===== config.mk =====
export PLATFORM = sky130hd
export DESIGN_NAME = map_draw_sched_flat
export DESIGN_NICKNAME = d
export VERILOG_FILES = /design/src/rtl/map_draw_sched_if.sv /design/src/rtl/map_draw_sched.sv /design/src/flat_wrapper.sv
export SDC_FILE = /design/constraint.sdc
export NUM_CORES = 1
export LEC_CHECK = 0
export ABC_AREA = 1
export CAP_MARGIN = 25
export CORE_ASPECT_RATIO = 0.75
export CORE_MARGIN = 2
export CORE_UTILIZATION = 25
export CTS_BUF_LIST = sky130_fd_sc_hd__clkbuf_16
export DETAILED_ROUTE_END_ITERATION = 12
export GPL_TIMING_DRIVEN = 0
export HOLD_SLACK_MARGIN = 0.1
export PLACE_DENSITY = 0.57
export SLEW_MARGIN = 20
export SYNTH_ARGS = -nofsm -noshare
export SYNTH_HDL_FRONTEND = slang
export SYNTH_SLANG_ARGS = --single-unit

===== constraint.sdc =====
create_clock -name clk -period 1.9 [get_ports clk]
set_clock_uncertainty 0.15 [all_clocks]
set_input_delay 0.285 -clock clk [delete_from_list [all_inputs] [get_ports clk]]
set_output_delay 0.285 -clock clk [all_outputs]
set_load 0.05 [all_outputs]

===== src/rtl/map_draw_sched_if.sv =====
// Plot-bus bundle for map_draw_sched: redraw control, sprite request
// channel, obstacle ROM port and the VGA plot outputs.
// master = scheduler side, slave = processor/ROM/VGA side.
interface map_draw_sched_if;
   logic       redraw_start;
   logic       busy;
   logic       done;
   logic       spr_req;
   logic [7:0] spr_x;
   logic [7:0] spr_y;
   logic [2:0] spr_color;
   logic       spr_ack;
   logic [7:0] obs_x;
   logic [7:0] obs_y;
   logic [2:0] obs_mem;
   logic [7:0] x;
   logic [7:0] y;
   logic [2:0] color_draw;
   logic       plot;

   modport master (
      input  redraw_start, spr_req, spr_x, spr_y, spr_color, obs_mem,
      output busy, done, spr_ack, obs_x, obs_y, x, y, color_draw, plot
   );

   modport slave (
      output redraw_start, spr_req, spr_x, spr_y, spr_color, obs_mem,
      input  busy, done, spr_ack, obs_x, obs_y, x, y, color_draw, plot
   );
endinterface


===== src/rtl/map_draw_sched.sv =====
// map_draw_sched: raster-order redraw of the obstacle map from ROM onto the
// VGA plot bus, sharing each issue slot with single-pixel sprite requests.
// Every granted slot enters a ROM_LAT-deep delay line so the ROM data and
// the sprite pixels reach the registered plot outputs in issue order.
// Optional build macro SKIP_BG_EN: map pixels of colour 0 are not plotted.
module map_draw_sched #(
   parameter int MAP_W   = 160,
   parameter int MAP_H   = 120,
   parameter int ROM_LAT = 1
) (
   input  logic             clk,
   input  logic             reset_n,
   map_draw_sched_if.master bus
);
   localparam int LAST = ROM_LAT - 1;
   localparam int DCW  = $clog2(ROM_LAT + 1) + 1;

   typedef enum logic [1:0] {IDLE, SCAN, DRAIN} state_t;

   state_t         state;
   logic [7:0]     cnt_x, cnt_y;
   logic [7:0]     obs_x_q, obs_y_q;
   logic           prev_map;
   logic           busy_q;
   logic [DCW-1:0] drain_cnt;

   logic spr_grant, map_grant, last_issue, bg;

   // Delay line: one entry per issue slot, stage LAST lines up with obs_mem
   logic       vld_p  [ROM_LAT];
   logic       src_p  [ROM_LAT];   // 1 = sprite, 0 = map
   logic       last_p [ROM_LAT];
   logic [7:0] x_p    [ROM_LAT];
   logic [7:0] y_p    [ROM_LAT];
   logic [2:0] col_p  [ROM_LAT];

   logic       plot_q, done_q;
   logic [7:0] x_q, y_q;
   logic [2:0] color_q;

   // Slot arbitration: sprites always win outside SCAN; inside SCAN they
   // only win right after a map slot, so contention alternates map/sprite.
   assign spr_grant  = reset_n && bus.spr_req && (state != SCAN || prev_map);
   assign map_grant  = reset_n && (state == SCAN) && !spr_grant;
   assign last_issue = map_grant && (cnt_x == 8'(MAP_W - 1)) && (cnt_y == 8'(MAP_H - 1));

`ifdef SKIP_BG_EN
   assign bg = !src_p[LAST] && (bus.obs_mem == 3'b000);
`else
   assign bg = 1'b0;
`endif

   // The ROM address is presented in the same cycle as the grant and holds
   // the last issued address on non-map slots.
   assign bus.obs_x      = map_grant ? cnt_x : obs_x_q;
   assign bus.obs_y      = map_grant ? cnt_y : obs_y_q;
   assign bus.spr_ack    = spr_grant;
   assign bus.busy       = busy_q;
   assign bus.done       = done_q;
   assign bus.plot       = plot_q;
   assign bus.x          = x_q;
   assign bus.y          = y_q;
   assign bus.color_draw = color_q;

   // Control FSM: redraw sequencing, raster counters and address hold
   always_ff @(posedge clk) begin
      if (!reset_n) begin
         state     <= IDLE;
         cnt_x     <= '0;
         cnt_y     <= '0;
         obs_x_q   <= '0;
         obs_y_q   <= '0;
         prev_map  <= 1'b0;
         busy_q    <= 1'b0;
         drain_cnt <= '0;
      end else begin
         if (map_grant) begin
            obs_x_q <= cnt_x;
            obs_y_q <= cnt_y;
            if (cnt_x == 8'(MAP_W - 1)) begin
               cnt_x <= '0;
               cnt_y <= cnt_y + 8'd1;
            end else begin
               cnt_x <= cnt_x + 8'd1;
            end
         end
         case (state)
            IDLE: begin
               if (bus.redraw_start) begin
                  state    <= SCAN;
                  cnt_x    <= '0;
                  cnt_y    <= '0;
                  prev_map <= 1'b0;
                  busy_q   <= 1'b1;
               end
            end
            SCAN: begin
               prev_map <= map_grant;
               if (last_issue) begin
                  state     <= DRAIN;
                  drain_cnt <= '0;
               end
            end
            DRAIN: begin
               // Lasts until the final map entry has left the output stage
               if (drain_cnt == DCW'(ROM_LAT)) begin
                  state  <= IDLE;
                  busy_q <= 1'b0;
               end else begin
                  drain_cnt <= drain_cnt + 1'b1;
               end
            end
            default: state <= IDLE;
         endcase
      end
   end

   // Delay line valid bits: flushed on reset so no in-flight pixel survives
   always_ff @(posedge clk) begin
      if (!reset_n) begin
         for (int i = 0; i < ROM_LAT; i++) vld_p[i] <= 1'b0;
      end else begin
         vld_p[0] <= spr_grant || map_grant;
         for (int i = 1; i < ROM_LAT; i++) vld_p[i] <= vld_p[i-1];
      end
   end

   // Delay line payload: source, coordinates, sprite colour, last-pixel tag
   always_ff @(posedge clk) begin
      src_p[0]  <= spr_grant;
      last_p[0] <= last_issue;
      x_p[0]    <= spr_grant ? bus.spr_x : cnt_x;
      y_p[0]    <= spr_grant ? bus.spr_y : cnt_y;
      col_p[0]  <= bus.spr_color;
      for (int i = 1; i < ROM_LAT; i++) begin
         src_p[i]  <= src_p[i-1];
         last_p[i] <= last_p[i-1];
         x_p[i]    <= x_p[i-1];
         y_p[i]    <= y_p[i-1];
         col_p[i]  <= col_p[i-1];
      end
   end

   // Output stage: merge ROM data, register plot strobe and done pulse
   always_ff @(posedge clk) begin
      if (!reset_n) begin
         plot_q  <= 1'b0;
         done_q  <= 1'b0;
         x_q     <= '0;
         y_q     <= '0;
         color_q <= '0;
      end else begin
         plot_q <= vld_p[LAST] && !bg;
         done_q <= vld_p[LAST] && last_p[LAST];
         if (vld_p[LAST] && !bg) begin
            x_q     <= x_p[LAST];
            y_q     <= y_p[LAST];
            color_q <= src_p[LAST] ? col_p[LAST] : bus.obs_mem;
         end
      end
   end
endmodule


===== src/flat_wrapper.sv =====
// flat-port wrapper written by rule: the top's interface ports become plain ports
module map_draw_sched_flat 
#(
   parameter int MAP_W   = 160,
   parameter int MAP_H   = 120,
   parameter int ROM_LAT = 1
)
  (clk, reset_n, bus_redraw_start, bus_spr_req, bus_spr_x, bus_spr_y, bus_spr_color, bus_obs_mem, bus_busy, bus_done, bus_spr_ack, bus_obs_x, bus_obs_y, bus_x, bus_y, bus_color_draw, bus_plot);
  map_draw_sched_if bus_i ();
  input  logic clk;
  input  logic reset_n;
  input wire logic [$bits(bus_i.redraw_start)-1:0] bus_redraw_start;
  input wire logic [$bits(bus_i.spr_req)-1:0] bus_spr_req;
  input wire logic [$bits(bus_i.spr_x)-1:0] bus_spr_x;
  input wire logic [$bits(bus_i.spr_y)-1:0] bus_spr_y;
  input wire logic [$bits(bus_i.spr_color)-1:0] bus_spr_color;
  input wire logic [$bits(bus_i.obs_mem)-1:0] bus_obs_mem;
  output wire logic [$bits(bus_i.busy)-1:0] bus_busy;
  output wire logic [$bits(bus_i.done)-1:0] bus_done;
  output wire logic [$bits(bus_i.spr_ack)-1:0] bus_spr_ack;
  output wire logic [$bits(bus_i.obs_x)-1:0] bus_obs_x;
  output wire logic [$bits(bus_i.obs_y)-1:0] bus_obs_y;
  output wire logic [$bits(bus_i.x)-1:0] bus_x;
  output wire logic [$bits(bus_i.y)-1:0] bus_y;
  output wire logic [$bits(bus_i.color_draw)-1:0] bus_color_draw;
  output wire logic [$bits(bus_i.plot)-1:0] bus_plot;
  assign bus_i.redraw_start = bus_redraw_start;
  assign bus_i.spr_req = bus_spr_req;
  assign bus_i.spr_x = bus_spr_x;
  assign bus_i.spr_y = bus_spr_y;
  assign bus_i.spr_color = bus_spr_color;
  assign bus_i.obs_mem = bus_obs_mem;
  assign bus_busy = bus_i.busy;
  assign bus_done = bus_i.done;
  assign bus_spr_ack = bus_i.spr_ack;
  assign bus_obs_x = bus_i.obs_x;
  assign bus_obs_y = bus_i.obs_y;
  assign bus_x = bus_i.x;
  assign bus_y = bus_i.y;
  assign bus_color_draw = bus_i.color_draw;
  assign bus_plot = bus_i.plot;
  map_draw_sched #(.MAP_W(MAP_W), .MAP_H(MAP_H), .ROM_LAT(ROM_LAT)) u_core (.clk(clk), .reset_n(reset_n), .bus(bus_i));
endmodule

# Yosys cells after proc, flatten, opt, wreduce, memory -nomap -nowiden
# Memories as Yosys holds them, arrays and structs flattened. A register that Yosys moved wholly into a read port is not among the register bits.
# Index checks and enable logic that the tools add are counted.
dict set report totals {
  register_bits 43
  mem_bits_rw 22
  inputBits 26
  out_inout_bits 39
  wordCells 80
  memories 6
}
dict set report op_classes {
  n_addsub 3
  n_eq_ne 10
  muxes 29
  n_reduce_logical 21
}
# name words word_bits read_ports rd_ports_with_merged_regs write_ports line_no
set memory_table {}
lappend memory_table {u_core.x_p 1 8 1 1 1 map_draw_sched.sv:33} ;# logic [7:0] x_p [ROM_LAT];
lappend memory_table {u_core.y_p 1 8 1 1 1 map_draw_sched.sv:34} ;# logic [7:0] y_p [ROM_LAT];
lappend memory_table {u_core.col_p 1 3 1 0 1 map_draw_sched.sv:35} ;# logic [2:0] col_p [ROM_LAT];
lappend memory_table {u_core.last_p 1 1 1 0 1 map_draw_sched.sv:32} ;# logic last_p [ROM_LAT];
lappend memory_table {u_core.src_p 1 1 1 0 1 map_draw_sched.sv:31} ;# logic src_p [ROM_LAT];
lappend memory_table {u_core.vld_p 1 1 1 0 1 map_draw_sched.sv:30} ;# logic vld_p [ROM_LAT];
# operator count
set op_table {}
lappend op_table {{$mux W8} 12}
lappend op_table {{$add A8 B1 Y8 const B} 2}
lappend op_table {{$mux W2} 5}
lappend op_table {{$reduce_and A3 Y1} 3}
lappend op_table {{$eq A8 B7 Y1 const B} 1}
lappend op_table {{$eq A8 B8 Y1 const B} 1}
lappend op_table {{$logic_and A1 B1 Y1} 7}
lappend op_table {{$mux W1} 7}
lappend op_table {{$ne A2 B1 Y1 const B} 3}
lappend op_table {{$pmux W2 S3} 1}
lappend op_table {{$reduce_bool A2 Y1} 3}
lappend op_table {{$eq A2 B1 Y1 const B} 2}
lappend op_table {{$ne A2 B2 Y1 const B} 2}
lappend op_table {{$pmux W1 S2} 2}
lappend op_table {{$pmux W2 S2} 1}
lappend op_table {{$logic_not A1 Y1} 3}
lappend op_table {{$mux W3} 1}
lappend op_table {{$add A2 B1 Y2 const B} 1}
lappend op_table {{$eq A2 B2 Y1 const B} 1}
lappend op_table {{$logic_not A2 Y1} 1}
lappend op_table {{$logic_or A1 B1 Y1} 2}
lappend op_table {{$reduce_and A2 Y1} 1}
lappend op_table {{$reduce_or A1 Y1} 1}

# Longest topological paths before layout
# Gate-level depths: netlist of the first run.
dict set report logic_depth {
  depth_word 9
  depth_mapped 9
  depth_no_buf 9
}

# Least setup slack after synthesis of the first run
# OpenSTA, ideal clock, no wires.
dict set report synth_timing {
  path_kind {flip-flop to output port}
  startpoint {reg u_core.state[1]}
  endpoint {out bus_obs_x[0]}
  t_arrival_ns 1.303
  required_time_ns 1.465
  setup_slack_ns 0.162
  path_stages_with_launch 9
  n_path_buf 1
  path_cell_list {dfxtp_1 -> inv_1 -> nand2_1 -> nor2_4 -> nand2_4 -> inv_2 -> buf_4 -> nand2_1 -> nand2_1}
}
dict set report synth_via {
  elab_chain_cells 6
  word_cells_on_any_way 8
  classes_between {eq/ne (2); mux (1); reduce/logical (5)}
}
# item line_no
set synth_lines {}
lappend synth_lines {{start: declaration} map_draw_sched.sv:20} ;# state_t state;
lappend synth_lines {{start signal: assignment} map_draw_sched.sv:68} ;# state <= IDLE;
lappend synth_lines {{start signal: assignment} map_draw_sched.sv:90} ;# state <= SCAN;
lappend synth_lines {{start signal: assignment} map_draw_sched.sv:100} ;# state <= DRAIN;
lappend synth_lines {{$ne A2 B1 Y1} map_draw_sched.sv:43} ;# assign spr_grant = reset_n && bus.spr_req && (state != SCAN || prev_map);
lappend synth_lines {{$logic_or A1 B1 Y1} map_draw_sched.sv:43}
lappend synth_lines {{$logic_and A1 B1 Y1} map_draw_sched.sv:43}
lappend synth_lines {{$logic_not A1 Y1} map_draw_sched.sv:44} ;# assign map_grant = reset_n && (state == SCAN) && !spr_grant;
lappend synth_lines {{$logic_and A1 B1 Y1 (*)} map_draw_sched.sv:44}
lappend synth_lines {{$mux W8 (*)} map_draw_sched.sv:55} ;# assign bus.obs_x = map_grant ? cnt_x : obs_x_q;
lappend synth_lines {{end: declaration} flat_wrapper.sv:21} ;# output wire logic [$bits(bus_i.obs_x)-1:0] bus_obs_x;
# Every way passes the cells marked *; elsewhere a longest branch is shown, timed or not.

# Worst setup path after layout of the first run
dict set report layout_timing {
  startpoint {reg u_core.state[1]}
  endpoint {out bus_obs_y[2]}
}
dict set report layout_via {
  elab_chain_cells 6
  word_cells_on_any_way 8
  classes_between {eq/ne (2); mux (1); reduce/logical (5)}
}
# item line_no
set layout_lines {}
lappend layout_lines {{$ne A2 B1 Y1} map_draw_sched.sv:43}
lappend layout_lines {{$logic_or A1 B1 Y1} map_draw_sched.sv:43}
lappend layout_lines {{$logic_and A1 B1 Y1} map_draw_sched.sv:43}
lappend layout_lines {{$logic_not A1 Y1} map_draw_sched.sv:44}
lappend layout_lines {{$logic_and A1 B1 Y1 (*)} map_draw_sched.sv:44}
lappend layout_lines {{$mux W8 (*)} map_draw_sched.sv:56} ;# assign bus.obs_y = map_grant ? cnt_y : obs_y_q;
lappend layout_lines {{end: declaration} flat_wrapper.sv:22} ;# output wire logic [$bits(bus_i.obs_y)-1:0] bus_obs_y;
# Marked as above.

==> results.toml, run 1 <==
[sta]
fmax_mhz = 503.0
grt_setup_unrepaired = "yes"
finalHoldViolations = 0
slew-limit-headroom_pct = 65.80
final.min_clock_period_ns = 1.988
setup_viol = 16
min_period_over_period_pct = 104.6
worst_slack_ns = -0.08811
slew_viol_final = 0
worst_pin_slew_ns = 0.5150

[yosys]
synth_edf_count = 0
syn-num-nets = 432
synthTopCellsByArea = "dfxtp_1 52%, nand2_1 9.4%, nor2_1 6.9%, o21ai_0 6.9%, inv_1 5.4%"
ys_seq_elements = 81
async_reset_ff_share_pct = 0
yosys.cell_types.count = 29
yosys_most_used_dff = "dfxtp_1"
yosysTopAreaCell = "dfxtp_1"
synthDominantCellAreaShare_pct = 51.67
ys_seq_area_share_pct = 51.67
synth_area_sq_um = 3138
netlist_instances = 403
syn_area_per_cell_sq_um = 7.787
yosys_warnings = 0

[cells_and_area]
nets = 516
area_growth_pct = 44.30
final_cell_mix = "77 x dfxtp_1, 61 x nand2_1, 58 x nor2_1, 43 x inv_1, 43 x o21ai_0"
antenna_cells = 0
nFillCells = 1276
final_area_sq_um = 4528
final_common_cell = "dfxtp_1"
finalCoreUtilization_pct = 36.93
drive_gt1_share_pct = 20.93

[worst_setup_path]
ff2ff_path_depth = 11
path_cells = "inv_2 > nand2_4 > nor2_4 > nand2_4 > buf_6 > o21ai_2 > buf_6"
critical_path_arrival_ns = 1.55
required_ns = 1.46
cp_max_fo = 10
crit_type = "reg2out"
end_kind = "primary output"
slowest_delay_ns = 0.32
crit_slowest_cell = "dfxtp_2"
crit_path_start_kind = "flop"

[detailed_routing]
drtIter0Drc = 145
via_per_inst = 4.264
ant_nets = 0
finalWirelength_um = 7967
firstDrtPassIters = 5
post-route-drc-count = 0
wl_per_cell_um = 12.11
num_vias = 2806

[die]
core_sq_um = 12260
initial_utilization_pct = 25.59
pin_count = 65
die_w_um = 133.4
dieArea_sq_um = 13470
rows = 35
dieHeight_um = 101.0

[place]
postPlaceCellArea_sq_um = 3986
place.gp.congestion = 0.8104
hpwl_um = 5953
port_buffers = 64
pre_cts_ws_ns = -1.119

[global_routing]
antenna_found_initial = 0
grt_pass1_vias = 2596
groute.usage.overall_pct = 12.41
overflow = 0
grt_pass1_wl_um = 12850
grt_max_degree = 15

[clock_tree]
clock_path_buffers = 2
cts_tree = "built"
cts-root-buf = "clkbuf_16"
clock-sinks = 81
numCtsBuffers = 9
cts_max_level = 3
clk-insertion-delay-late_ns = 0.34
path_clk_slew_ns = 0.06
ctsHoldBuffers = 0

[worst_hold_path]
hp-class = "in2reg"
hold_depth = 3

[power]
power.density_nw_per_um2 = 881.8
p_leak_nw = 2.004
vdd_drop_max_uv = 494.7

[status]
violations = "setup timing"
status = "finished, violations left"

[job]
maxCapViolCount = 0
## where the power goes
group,total (W),internal [W],switching (W)
Clock,0.00159,0.000884,0.000702
Combinational,0.000592,0.000205,0.000387
Sequential,0.00181,0.00178,0.0000381
## kinds of logic after synthesis
kind of cell / after synthesis / synth area share, %
AO/OA/AOI/OAI: 87 / 14.99
adder cells (fa/ha/maj): 3 / 1.196
buffers and inverters: 66 / 8.772
flip-flops: 81 / 51.67
AND/OR/NAND/NOR: 166 / 23.37
## flip-flops by register name (all words and copies together) (netlist names)
| signal | cells |
|---|---|
| u_core.bus.busy | 1 |
| u_core.bus.color_draw | 3 |
| u_core.bus.done | 1 |
| u_core.bus.plot | 1 |
| u_core.bus.x | 8 |
| u_core.bus.y | 8 |
| u_core.cnt_x | 8 |
| u_core.cnt_y | 8 |
| u_core.col_p | 3 |
| u_core.drain_cnt | 2 |
| u_core.last_p | 1 |
| u_core.obs_x_q | 8 |
| u_core.obs_y_q | 8 |
| u_core.prev_map | 1 |
| u_core.src_p | 1 |
| u_core.state | 2 |
| u_core.vld_p | 1 |
| u_core.x_p | 8 |
| u_core.y_p | 8 |
## synthesized netlist by cell type (4+ instances only)
cell type and number:
dfxtp_1 81, nand2_1 79, nor2_1 58, inv_1 45, o21ai_0 43, a21oi_1 27, nand3_1 10, clkbuf_1 7
o21ai_2 7, o21ai_1 6, buf_2 4, inv_2 4
## stage by stage
step / std cells / power [W] / TNS [ns] / hold WS (ns)
floorplan: 403 / 0.002196 / 0 / 0.1627
global placement: 633 / 0.002407 / -26.04 / 0.2674
detailed placement: 633 / 0.002413 / -26.14 / 0.2730
CTS: 653 / 0.004011 / -1.568 / 0.1923
global route: 658 / 0.004158 / -2.521 / 0.1908
finish: 658 / 0.003993 / -1.219 / 0.1942
## worst max-delay path: cells and delay by family (launching register included)
| kind | cells | cell delay (ns) |
|---|---|---|
| buffers and inverters | 3 | 0.44 |
| flip-flops | 1 | 0.32 |
| AND/OR/NAND/NOR | 3 | 0.28 |
| AO/OA/AOI/OAI | 1 | 0.16 |
## cell type report
| type | count | area, sq um | area share, % |
|---|---|---|---|
| Tap cell | 166 | 207.7 | 4.587 |
| Clock inverter | 7 | 45.04 | 0.9948 |
| Sequential cell | 81 | 1627 | 35.92 |
| Buffer | 15 | 103.9 | 2.293 |
| Timing Repair Buffer | 73 | 735.7 | 16.25 |
| Inverter | 51 | 193.9 | 4.283 |
| Multi-Input combinational cell | 256 | 1390 | 30.70 |
| Clock buffer | 9 | 225.2 | 4.974 |
## per-layer routing
layer	wire (um)	track usage, %	up-vias
li1	-	-	1439
met1	3929	16.42	1291
met2	3441	18.60	65
met3	489	4.726	11
met4	108	4.173	0
met5	0	0	-
## worst paths after layout
| check | from | to | slack, ns |
|---|---|---|---|
| setup / recovery | u_core.state[1]$_SDFFE_PN0P_ | bus_obs_y[2] | -0.09 |
| setup reg to reg | u_core.state[1]$_SDFFE_PN0P_ | u_core.cnt_y[6]$_SDFF_PN0_ | 0.17 |
| hold reg to reg | u_core.last_p[0]$_DFF_P_ | u_core.bus.done$_SDFF_PN0_ | 0.28 |
| hold / removal | bus_spr_req | u_core.vld_p[0]$_DFF_P_ | 0.19 |
## repair_timing
action / 4_1_cts / 5_1_grt
gates resized for setup: 182 / 21
pin swaps: 8 / 6
endpoints found under the hold margin: 0 / 0
buffers inserted: 4 / 5
setup endpoints to repair: 37 / 20
No activity file was read; power rests on OpenSTA's default activity.
==> run 2, diff against run 1 <==
--- a/config.mk
+++ b/config.mk
@@ -15,6 +15,7 @@
 export GPL_TIMING_DRIVEN = 0
 export HOLD_SLACK_MARGIN = 0.1
 export PLACE_DENSITY = 0.57
+export REMOVE_ABC_BUFFERS = 1
 export SLEW_MARGIN = 20
 export SYNTH_ARGS = -nofsm -noshare
 export SYNTH_HDL_FRONTEND = slang
==> results.toml, run 2 (synthesized netlist as in run 1, its figures left out) <==
[clock_tree]
numCtsBuffers = 9
clock_path_buffers = 2
clk-insertion-delay-late_ns = 0.34
clock-sinks = 81
path_clk_slew_ns = 0.06
ctsHoldBuffers = 0
cts_max_level = 3
cts_tree = "built"
cts-root-buf = "clkbuf_16"

[detailed_routing]
ant_nets = 0
num_vias = 2766
highest_layer = "met4"
wl_met2_um = 4008
wl_per_cell_um = 12.91
post-route-drc-count = 0
wl_met3_um = 476
firstDrtPassIters = 4
finalWirelength_um = 8428
via_per_inst = 4.236
wl_met1_um = 3878
drtIter0Drc = 120

[place]
place.gp.congestion = 0.7852
port_buffers = 64
hpwl_um = 5247
postPlaceCellArea_sq_um = 3902

[sta]
slew-limit-headroom_pct = 65.04
min_period_over_period_pct = 108.3
finalHoldViolations = 0
final.min_clock_period_ns = 2.057
slew_viol_final = 0
grt_setup_unrepaired = "yes"
fmax_mhz = 486.1
worst_pin_slew_ns = 0.5265
worst_slack_ns = -0.1573
setup_viol = 17

[cells_and_area]
area_growth_pct = 47.13
finalCoreUtilization_pct = 37.65
final_area_sq_um = 4617
nFillCells = 1262
nets = 511
final_cell_mix = "77 x dfxtp_1, 69 x nand2_1, 58 x nor2_1, 43 x o21ai_0, 42 x inv_1"
antenna_cells = 0
final_common_cell = "dfxtp_1"
drive_gt1_share_pct = 20.94

[status]
violations = "setup timing"
status = "finished, violations left"

[global_routing]
groute.usage.overall_pct = 12.93
overflow = 0
grt_pass1_vias = 2783
antenna_found_initial = 0
grt_pass1_wl_um = 13570
grt_max_degree = 25

[worst_hold_path]
worstHoldEndpoint = "u_core.bus.x[3]$_SDFFE_PN0P_"
hp-class = "in2reg"
hold_start = "reset_n"
hold_depth = 3

[worst_setup_path]
critical_path_arrival_ns = 1.62
regToRegStartpoint = "u_core.state[1]$_SDFFE_PN0P_"
reg2reg_slack_ns = 0.07
reg2reg_to = "u_core.drain_cnt[1]$_SDFFE_PN0P_"
crit_path_start_kind = "flop"
end_kind = "primary output"
ff2ff_path_depth = 11
required_ns = 1.46
crit_type = "reg2out"
cp_max_fo = 11

[power]
p_leak_nw = 2.012
power.density_nw_per_um2 = 981.8
vdd_drop_max_uv = 522.9

[job]
maxCapViolCount = 0

[die]
dieArea_sq_um = 13470
initial_utilization_pct = 25.59
rows = 35
die_w_um = 133.4
pin_count = 65
core_sq_um = 12260
dieHeight_um = 101.0
[run 2: worst max-delay path by stage]
stage / cells past startpoint / from / to
floorplan: 7 / reset_n / bus_obs_x[1]
global placement: 9 / reset_n / bus_obs_x[1]
detailed placement: 9 / reset_n / bus_obs_x[1]
CTS: 9 / u_core.state[1]$_SDFFE_PN0P_ / bus_obs_x[1]
global route: 10 / u_core.state[1]$_SDFFE_PN0P_ / bus_obs_x[7]
finish: 10 / u_core.state[1]$_SDFFE_PN0P_ / bus_obs_x[1]
[run 2: cell type report]
type / instances / area [sq um] / share of cell area, %
Tap cell: 166 / 207.7 / 4.499
Multi-Input combinational cell: 258 / 1389 / 30.08
Clock buffer: 9 / 225.2 / 4.878
Inverter: 51 / 210.2 / 4.553
Clock inverter: 7 / 141.4 / 3.062
Timing Repair Buffer: 80 / 809.5 / 17.53
Timing Repair inverter: 1 / 7.507 / 0.1626
Sequential cell: 81 / 1627 / 35.23
[run 2: layer usage]
layer | global-route usage, % | up-vias
li1 | - | 1436
met4 | 4.501 | 0
met1 | 14.79 | 1266
met5 | 0 | -
met3 | 5.178 | 4
met2 | 22.09 | 60
[run 2: timing repair]
action | CTS | global route
pin swaps | 8 | 5
gates resized for setup | 181 | 15
setup buffers | 12 | 4
setup endpoints to repair | 111 | 45
gates cloned | 2 | 1
[run 2: metrics by stage]
step                      hold slack (ns)  std cells  TNS [ns]  setup WS, ns  total power, W
after floorplan                    0.1627        388   -0.2644      -0.08813        0.002176
after global placement             0.2630        618    -92.78        -2.161        0.002387
after detailed placement           0.2587        618    -97.34        -2.192        0.002393
after global routing               0.1950        653    -3.552       -0.2614        0.004710
after CTS                          0.1778        648    -2.011       -0.1969        0.004564
final                              0.1858        653    -1.766       -0.1573        0.004533
[run 2: power by group]
group	switching [W]	internal, W	leakage (nW)
logic	0.000394	0.000209	1.17
clock network	0.000690	0.00142	0.176
registers	0.0000457	0.00178	0.663
total	0.00113	0.00340	2.01
[run 2: critical path: stages (launching register included)]
cell and delay, ns:
dfxtp_2 0.33, inv_2 0.06, nand2_4 0.07, nor2_4 0.04, buf_12 0.13, nand2_8 0.09
inv_8 0.06, or2_4 0.24, o21ai_4 0.07, inv_2 0.05, buf_6 0.14
==> run 3, diff against run 2 <==
--- a/config.mk
+++ b/config.mk
@@ -14,7 +14,7 @@
 export DETAILED_ROUTE_END_ITERATION = 12
 export GPL_TIMING_DRIVEN = 0
 export HOLD_SLACK_MARGIN = 0.1
-export PLACE_DENSITY = 0.57
+export PLACE_DENSITY = 0.58
 export REMOVE_ABC_BUFFERS = 1
 export SLEW_MARGIN = 20
 export SYNTH_ARGS = -nofsm -noshare
==> constraint.sdc (replaced) <==
create_clock -name clk -period 1.75 [get_ports clk]
set_clock_uncertainty 0.15 [all_clocks]
set_input_delay 0.2625 -clock clk [delete_from_list [all_inputs] [get_ports clk]]
set_output_delay 0.2625 -clock clk [all_outputs]
set_load 0.05 [all_outputs]
==> results.toml, run 3 (synthesized netlist as in run 1, its figures left out) <==
[status]
status = "finished, violations left"
violations = "setup timing"

[place]
place.gp.congestion = 0.7780
pre_cts_ws_ns = -2.260
hpwl_um = 5275
port_buffers = 64

[global_routing]
groute.usage.overall_pct = 13.09
grt_pass1_wl_um = 13750
antenna_found_initial = 0
grt_pass1_vias = 2782
overflow = 0
grt_max_degree = 25

[cells_and_area]
area_growth_pct = 47.17
finalCoreUtilization_pct = 37.66
nets = 509
multi_input_area_sq_um = 1415
final_common_cell = "dfxtp_1"
drive_gt1_share_pct = 21.24
final_cell_mix = "78 x dfxtp_1, 62 x nand2_1, 58 x nor2_1, 44 x inv_1, 43 x o21ai_0"
antenna_cells = 0
seq_area_sq_um = 1628
nFillCells = 1225

[worst_hold_path]
hold_start = "bus_spr_req"
hp-class = "in2reg"

[clock_tree]
cts_max_level = 3
clock_path_buffers = 2
numCtsBuffers = 9
cts-root-buf = "clkbuf_16"
cts_tree = "built"
path_clk_slew_ns = 0.06
clk-insertion-delay-late_ns = 0.33
ctsHoldBuffers = 0
clock-sinks = 81

[detailed_routing]
wl_per_cell_um = 12.96
firstDrtPassIters = 6
ant_nets = 0
num_vias = 2783
finalWirelength_um = 8440
post-route-drc-count = 0
via_per_inst = 4.275
drtIter0Drc = 97

[sta]
fmax_mhz = 494.7
setup_viol = 23
worst_pin_slew_ns = 0.5207
grt_setup_unrepaired = "yes"
worst_slack_ns = -0.2713
tns_ns = -3.697
min_period_over_period_pct = 115.5
slew_viol_final = 0
slew-limit-headroom_pct = 65.42
final.min_clock_period_ns = 2.021
finalHoldViolations = 0

[power]
p_int_w = 0.003678
power.density_nw_per_um2 = 1056
vdd_drop_max_uv = 605.6
p_leak_nw = 1.972
p_comb_share_pct = 13.4
power.switching_w = 0.001200
seq_power_share_pct = 40.6
switching_share_pct = 24.60
pwr-share-clk_pct = 46.1

[worst_setup_path]
crit_path_start_kind = "flop"
required_ns = 1.34
crit_end = "bus_obs_x[6]"
ff2ff_path_depth = 11
critical_path_arrival_ns = 1.61
end_kind = "primary output"
regToRegStartpoint = "u_core.state[1]$_SDFFE_PN0P_"
reg2reg_to = "u_core.cnt_y[3]$_SDFF_PN0_"
crit_type = "reg2out"
cp_max_fo = 11
reg2reg_slack_ns = -0.09
cp-startpoint = "u_core.state[1]$_SDFFE_PN0P_"

[die]
pin_count = 65
dieHeight_um = 101.0
dieArea_sq_um = 13470
die_w_um = 133.4
rows = 35
initial_utilization_pct = 25.59
core_sq_um = 12260

[job]
maxCapViolCount = 0
==> run 3: cell types whose count changed in the layout (fill, tap and decap cells not counted), moves of 2 or more <==
cell / change
nand2_1: -7
dlygate4sd2_1: +3
inv_1: +2
dlymetal6s2s_1: -3
dfxtp_2: -2
buf_4: -2
nand2_2: +6
==> run 3: through the flow <==
| stage | hold slack [ns] | power (W) | area, sq um | std cells |
|---|---|---|---|---|
| after floorplan | 0.1402 | 0.002362 | 3054 | 388 |
| after global placement | 0.2622 | 0.002591 | 3902 | 618 |
| after detailed placement | 0.2539 | 0.002599 | 3902 | 618 |
| after CTS | 0.1497 | 0.004905 | 4561 | 651 |
| after global routing | 0.1669 | 0.005044 | 4618 | 651 |
| final | 0.1537 | 0.004878 | 4618 | 651 |
==> run 3: repair_timing <==
item / in CTS / in global routing
pin swaps: 7 / 4
setup endpoints to repair: 114 / 34
gates resized for setup: 191 / 18
endpoints found under the hold margin: 0 / 0
cloned: 3 / 0
setup buffers: 14 / 0
==> run 3: power by group through the flow <==
stage	clock (W)	sequential, W	combinational (W)
floorplan	0	0.00216	0.000206
global placement	0	0.00201	0.000577
detailed placement	0	0.00202	0.000582
CTS	0.00228	0.00198	0.000651
global route	0.00235	0.00199	0.000702
finish	0.00225	0.00198	0.000652
==> run 3: layer usage <==
metal | GRT usage [%] | vias to the layer above | routed length [um]
met1 | 15.58 | 1279 | 3860
met4 | 4.173 | 0 | 117
met5 | 0 | - | 0
met3 | 4.424 | 11 | 533
met2 | 22.44 | 64 | 3929
li1 | - | 1429 | -
==> run 3: how the worst min path moves through the flow <==
stage               depth (start not counted)                               end
global placement                            2        u_core.bus.done$_SDFF_PN0_
floorplan                                   0        u_core.col_p[0][0]$_DFF_P_
finish                                      3           u_core.vld_p[0]$_DFF_P_
global route                                3           u_core.vld_p[0]$_DFF_P_
detailed placement                          2        u_core.bus.done$_SDFF_PN0_
CTS                                         3  u_core.drain_cnt[1]$_SDFFE_PN0P_
==> run 3: worst max-delay path: stages, from the launching register on <==
cell	delay [ns]
dfxtp_2	0.35
inv_4	0.05
nand2_4	0.06
nor2_4	0.04
buf_12	0.13
nand2_8	0.08
inv_8	0.05
or2_1	0.21
o21ai_2	0.07
inv_1	0.07
buf_6	0.15
==> run 3: layout make-up <==
cell class              instances  share of cell area [%]
flip-flops and latches         81                   35.25
multi-input cells             258                   30.64
repair buffers                 78                   17.04
clock buffers                   9                   4.877
inverters                      51                   4.606
well taps                     166                   4.497
clock inverters                 7                   2.926
repair inverters                1                  0.1626
